--- src/rtl/ones_count_pkg.sv ---
// Shared types and constants for the ones counter / expander pair.
// Holds the FSM state type and the saturated thermometer helper.
package ones_count_pkg;

  localparam int OC_WIDTH = 15;
  localparam int OC_CW    = 4;

  typedef enum logic {
    IDLE,
    SHIFT
  } state_t;

  function automatic logic [OC_WIDTH-1:0] thermo_of(
    input logic [OC_CW-1:0] n
  );
    logic [OC_WIDTH-1:0] w;
    w = '0;
    for (int i = 0; i < OC_WIDTH; i++)
      w[i] = (i < int'(n));
    return w;
  endfunction

endpackage

--- src/rtl/ones_count_expander_if.sv ---
// Count request and serial bit stream handshake bundle.
// master = upstream/downstream side, slave = expander.
import ones_count_pkg::*;

interface ones_count_expander_if #(
  parameter int CW = OC_CW
);
  logic          in_valid;
  logic          in_ready;
  logic [CW-1:0] in_count;
  logic          out_bit;
  logic          out_valid;
  logic          out_last;
  logic          out_ready;

  modport master (
    output in_valid, in_count, out_ready,
    input  in_ready, out_bit, out_valid, out_last
  );

  modport slave (
    input  in_valid, in_count, out_ready,
    output in_ready, out_bit, out_valid, out_last
  );
endinterface

--- src/rtl/ones_count_expander_thermo_gen.sv ---
// Count to saturated thermometer frame plus overflow flag.
// Frame carries a trailing n[0] parity bit when FL > WIDTH.
import ones_count_pkg::*;

module thermo_gen #(
  parameter int WIDTH = OC_WIDTH,
  parameter int CW    = OC_CW,
  parameter int FL    = OC_WIDTH
) (
  input  logic [CW-1:0] count,
  output logic [FL-1:0] frame,
  output logic          ovf
);

  logic [CW-1:0] n;

  // saturate the count, then expand it into LSB-first ones
  always_comb begin
    ovf   = int'(count) > WIDTH;
    n     = ovf ? CW'(WIDTH) : count;
    frame = '0;
    for (int i = 0; i < WIDTH; i++)
      frame[i] = (i < int'(n));
    if (FL > WIDTH)
      frame[FL-1] = n[0];
  end

endmodule

--- src/rtl/ones_count_expander.sv ---
// Regenerates a thermometer word from a ones-count and streams it LSB-first.
// Define ONES_COUNT_EXPANDER_PARITY_EN to append an n[0] parity bit per frame.
import ones_count_pkg::*;

module ones_count_expander #(
  parameter int WIDTH = OC_WIDTH,
  parameter int CW    = OC_CW
) (
  input  logic                 clk,
  input  logic                 rst_n,
  ones_count_expander_if.slave io,
  output logic [WIDTH-1:0]     thermo,
  output logic                 sat
);

`ifdef ONES_COUNT_EXPANDER_PARITY_EN
  localparam int FL = WIDTH + 1;
  localparam int IW = $clog2(WIDTH + 1);
`else
  localparam int FL = WIDTH;
  localparam int IW = CW;
`endif

  localparam logic [IW-1:0] LAST = IW'(FL - 1);

  state_t        state;
  logic [FL-1:0] shift;
  logic [IW-1:0] idx;
  logic [FL-1:0] frame;
  logic          ovf;

  thermo_gen #(
    .WIDTH (WIDTH),
    .CW    (CW),
    .FL    (FL)
  ) u_gen (
    .count (io.in_count),
    .frame (frame),
    .ovf   (ovf)
  );

  // accept a count in IDLE, then shift the frame out under out_ready
  always_ff @(posedge clk or negedge rst_n) begin
    if (!rst_n) begin
      state        <= IDLE;
      shift        <= '0;
      idx          <= '0;
      thermo       <= '0;
      sat          <= 1'b0;
      io.in_ready  <= 1'b1;
      io.out_valid <= 1'b0;
      io.out_last  <= 1'b0;
      io.out_bit   <= 1'b0;
    end else begin
      unique case (state)
        IDLE: begin
          if (io.in_valid) begin
            state        <= SHIFT;
            thermo       <= frame[WIDTH-1:0];
            shift        <= frame;
            idx          <= '0;
            sat          <= sat | ovf;
            io.in_ready  <= 1'b0;
            io.out_valid <= 1'b1;
            io.out_bit   <= frame[0];
            io.out_last  <= 1'b0;
          end
        end
        SHIFT: begin
          if (io.out_ready) begin
            if (idx == LAST) begin
              state        <= IDLE;
              io.in_ready  <= 1'b1;
              io.out_valid <= 1'b0;
              io.out_last  <= 1'b0;
              io.out_bit   <= 1'b0;
            end else begin
              shift       <= shift >> 1;
              idx         <= idx + 1'b1;
              io.out_bit  <= shift[1];
              io.out_last <= (idx + 1'b1) == LAST;
            end
          end
        end
      endcase
    end
  end

endmodule

--- src/flat_wrapper.sv ---
// flat-port wrapper written by rule: the top's interface ports become plain ports
module ones_count_expander_flat 
#(
  parameter int WIDTH = OC_WIDTH,
  parameter int CW    = OC_CW
)
  (clk, rst_n, thermo, sat, io_in_valid, io_in_count, io_out_ready, io_in_ready, io_out_bit, io_out_valid, io_out_last);
  ones_count_expander_if #(.CW(CW)) io_i ();
  input  logic clk;
  input  logic rst_n;
  output logic [WIDTH-1:0] thermo;
  output logic sat;
  input wire logic [$bits(io_i.in_valid)-1:0] io_in_valid;
  input wire logic [$bits(io_i.in_count)-1:0] io_in_count;
  input wire logic [$bits(io_i.out_ready)-1:0] io_out_ready;
  output wire logic [$bits(io_i.in_ready)-1:0] io_in_ready;
  output wire logic [$bits(io_i.out_bit)-1:0] io_out_bit;
  output wire logic [$bits(io_i.out_valid)-1:0] io_out_valid;
  output wire logic [$bits(io_i.out_last)-1:0] io_out_last;
  assign io_i.in_valid = io_in_valid;
  assign io_i.in_count = io_in_count;
  assign io_i.out_ready = io_out_ready;
  assign io_in_ready = io_i.in_ready;
  assign io_out_bit = io_i.out_bit;
  assign io_out_valid = io_i.out_valid;
  assign io_out_last = io_i.out_last;
  ones_count_expander #(.WIDTH(WIDTH), .CW(CW)) u_core (.clk(clk), .rst_n(rst_n), .io(io_i), .thermo(thermo), .sat(sat));
endmodule
--- config.mk ---
export PLATFORM = sky130hd
export DESIGN_NAME = ones_count_expander_flat
export DESIGN_NICKNAME = d
export VERILOG_FILES = /design/src/rtl/ones_count_pkg.sv /design/src/rtl/ones_count_expander_if.sv /design/src/rtl/ones_count_expander_thermo_gen.sv /design/src/rtl/ones_count_expander.sv /design/src/flat_wrapper.sv
export SDC_FILE = /design/constraint.sdc
export NUM_CORES = 1
export LEC_CHECK = 0
export CAP_MARGIN = 40
export CORE_ASPECT_RATIO = 1.25
export CORE_MARGIN = 2
export CORE_UTILIZATION = 53
export DETAILED_ROUTE_END_ITERATION = 10
export PLACE_DENSITY = 0.79
export SETUP_SLACK_MARGIN = 0.05
export SLEW_MARGIN = 20
export SYNTH_ARGS = -nofsm -noshare
export SYNTH_HDL_FRONTEND = slang
export SYNTH_SLANG_ARGS = --single-unit
--- constraint.sdc ---
create_clock -name clk -period 2 [get_ports clk]
set_clock_uncertainty 0.15 [all_clocks]
set_input_delay 0.3 -clock clk [delete_from_list [all_inputs] [get_ports clk]]
set_output_delay 0.3 -clock clk [all_outputs]
set_load 0.1 [all_outputs]
==> flow_summary.toml <==
[status]
outcome = "finished, final reports clean"

[die]
floorplan.initialDensity_pct = 56.6
chipWidth_um = 56.7
core_area_um2 = 3250
design.die.area_um2 = 3960
boundaryPins = 28
rows = 23
die_y_um = 69.9

[synth]
synth_most_common_cell = "sky130_fd_sc_hd__dfrtp_1"
ys_seq_elements = 38
library_cells_used_by_synthesis = 39
mappedNetlistArea_um2 = 1840
synth_fp_nets = 186
syn-instance-count = 175
ys.warnings.count = 0
yosysTopAreaCell = "sky130_fd_sc_hd__dfrtp_1"
synthesis.area_per_instance_um2 = 10.5
synth_sequential_area_ratio_pct = 51.8
synth_area_leaders = "sky130_fd_sc_hd__dfrtp_1, sky130_fd_sc_hd__o21ai_0, sky130_fd_sc_hd__nand2_1, sky130_fd_sc_hd__mux2_2, sky130_fd_sc_hd__mux2_4"
proportion_of_netlist_area_held_by_the_largest_area_contributor_pct = 50.3
synth_commonest_cells = "sky130_fd_sc_hd__dfrtp_1, sky130_fd_sc_hd__nand2_1, sky130_fd_sc_hd__o21ai_0, sky130_fd_sc_hd__inv_1, sky130_fd_sc_hd__mux2_2"
synth_ff_type = "sky130_fd_sc_hd__dfrtp_1"
synth-edff-count = 0
asyncSetResetFlopFracSynth_pct = 100

[pwr]
power_per_cell_area_nw_per_um2 = 1680
net-switching-power_mw = 1.95
combinational_cell_fraction_of_total_power_pct = 54.2
power.switching_fraction_pct = 52.0
vdd_ir_drop_max_uv = 1460
seqPwrFrac_pct = 31.6
static-leakage-power_nw = 1.12
clockPowerShare_pct = 14.3
totalPowerFinal_mw = 3.76
p_int_mw = 1.81

[setup_path]
timing.critical_path.from_type = "flip-flop"
critical_path_class = "reg -> reg"
cp.arrival_ns = 1.86
cp-end-kind = "flip-flop"
crit_fanout = 13
crit_required_ns = 2.02

[drt]
drtPass1Iterations = 4
routed_wl_um = 3580
ant_nets = 0
drt_iter0_drc = 42
total_via_count_after_detailed_routing = 1357
detail_route.drc_violations = 0
post_detailed_route_wirelength_per_cell_um = 14.5
viasPerCell = 5.49

[finish]
ratio_of_cells_with_drive_above_1_in_the_final_layout_pct = 27.6
area_delta_synth_final_pct = 21.4
antenna-diode-count = 0
fin_nets = 220

[global_route]
grt_pass1_wl_um = 6210
pin_count_of_the_biggest_net_entering_global_routing = 39
antenna_found_initial = 0
grt-ovfl-total = 0
via_count_of_the_first_global_routing_pass = 1366
grtUsageTotal_pct = 19.9

[timing]
slew_violations = 0
report.final.setup_viol = 0
hold_viol_final = 0
fmax_mhz = 545
layout_min_cycle_time_ns = 1.84
rsz_0062_raised_after_global_routing = "no"
timing.setup.tns_ns = 0
min_period_over_period_pct = 91.8

[clock_network]
cts.sinks = 38
ctsRootBufferMaster = "sky130_fd_sc_hd__clkbuf_8"
hold_buffers = 0
clock_tree_from_tritoncts = "yes"
clockBufferDepth = 2
cts_max_level = 2
post_cts_setup_repair_buffer_count = 0
worst_setup_hold_path_clk_slew_ns = 0.07
post_cts.resized_instances = 0
worstSkewPairLatency_ns = 0.29
cts_made_buffers = 5

[placed_design]
place.gp.congestion = 0.785
dp_hpwl_um = 2700
io_buffer_count = 26

[worst_hold_path]
worst_hold_path_type = "in -> async"

[job]
drv_cap = 0
## metrics by stage
stage	std cells	hold slack (ns)	util (%)	cell area [um^2]	setup WS, ns
final	247	0.282	68.7	2230	0.164
after global routing	247	0.343	68.7	2230	0.126
after floorplan	175	-0.146	-	1840	0.209
after detailed placement	239	0.320	65.9	2140	0.0614
after CTS	247	0.308	68.7	2230	0.158
after global placement	239	0.311	65.9	2140	0.0346
## power by group through the flow
stage / Combinational (mW) / Clock, mW / Sequential [mW]
CTS: 2.05 / 0.544 / 1.19
finish: 2.04 / 0.536 / 1.19
global placement: 2.03 / 0 / 1.19
floorplan: 0.443 / 0 / 2.34
detailed placement: 2.05 / 0 / 1.20
global route: 2.14 / 0.576 / 1.22
## worst paths after layout
check	startpoint	endpoint	slack, ns	cells past startpoint
worst max-delay path	u_core.idx[0]$_DFFE_PN0P_	u_core.shift[11]$_DFFE_PN0P_	0.16	6
worst min register to register	u_core.thermo[8]$_DFFE_PN0P_	u_core.thermo[8]$_DFFE_PN0P_	0.33	2
max in group asynchronous	rst_n	u_core.io.in_ready$_DFFE_PN1P_	1.06	2
worst max register to register	u_core.idx[0]$_DFFE_PN0P_	u_core.shift[11]$_DFFE_PN0P_	0.16	6
worst min-delay path	rst_n	u_core.thermo[3]$_DFFE_PN0P_	0.28	2
min in group clk	u_core.thermo[8]$_DFFE_PN0P_	u_core.thermo[8]$_DFFE_PN0P_	0.33	2
## kinds of logic (layout without fill, tap and decap cells)
group / Yosys count / after routing / share of synthesized area (%)
multiplexers: 19 / 19 / 12.2
AO/OA/AOI/OAI: 40 / 40 / 13.5
adder cells (fa/ha/maj): 3 / 3 / 2.04
other: 1 / 1 / 0.204
flip-flops: 38 / 38 / 51.8
buffers and inverters: 21 / 56 / 6.33
AND/OR/NAND/NOR: 51 / 51 / 12.9
XOR/XNOR: 2 / 2 / 0.953
## flip-flops by register name, summed over array words and instances, names as in the netlist
name and flops:
u_core.thermo 15, u_core.shift 14, u_core.idx 4, u_core.io.in_ready 1, u_core.io.out_bit 1, u_core.io.out_last 1, u_core.io.out_valid 1, u_core.state 1
## per-layer routing
metal	part of all wire, %	GRT usage, %
met1	42	23.1
met4	1.1	6.88
met3	4.1	5.74
met5	0	0
met2	53	34.6
## layout make-up
class	count	area [um^2]
Fill cell	246	1020
Sequential cell	38	952
Multi-Input combinational cell	116	771
Timing Repair Buffer	40	343
Clock buffer	7	86.3
Tap cell	37	46.3
Inverter	8	30.0
Clock inverter	1	5.00
## placed cells by master (no fill, tap or decap), types with 2 or more instances in the layout
master and n:
sky130_fd_sc_hd__mux2_2 8, sky130_fd_sc_hd__nand3_1 6, sky130_fd_sc_hd__nand2_1 28, sky130_fd_sc_hd__nand2b_1 4, sky130_fd_sc_hd__clkbuf_8 6, sky130_fd_sc_hd__clkdlybuf4s50_1 7, sky130_fd_sc_hd__dfrtp_1 37, sky130_fd_sc_hd__o22ai_1 2
sky130_fd_sc_hd__o31ai_1 3, sky130_fd_sc_hd__ha_1 3, sky130_fd_sc_hd__o211ai_1 2, sky130_fd_sc_hd__inv_1 8, sky130_fd_sc_hd__mux2i_1 6, sky130_fd_sc_hd__buf_4 31, sky130_fd_sc_hd__buf_12 2, sky130_fd_sc_hd__a21oi_1 2
sky130_fd_sc_hd__a21o_1 2, sky130_fd_sc_hd__mux2_4 5, sky130_fd_sc_hd__o21ai_0 22, sky130_fd_sc_hd__nor2_1 6
## worst max-delay path: stages, from the launching register on
cell and delay [ns]:
sky130_fd_sc_hd__dfrtp_1 0.43, sky130_fd_sc_hd__inv_1 0.07, sky130_fd_sc_hd__ha_1 0.21, sky130_fd_sc_hd__and3_4 0.20
sky130_fd_sc_hd__o21ai_4 0.15, sky130_fd_sc_hd__buf_12 0.17, sky130_fd_sc_hd__mux2_2 0.34
Note: power is estimated with default switching activity, not from simulation.
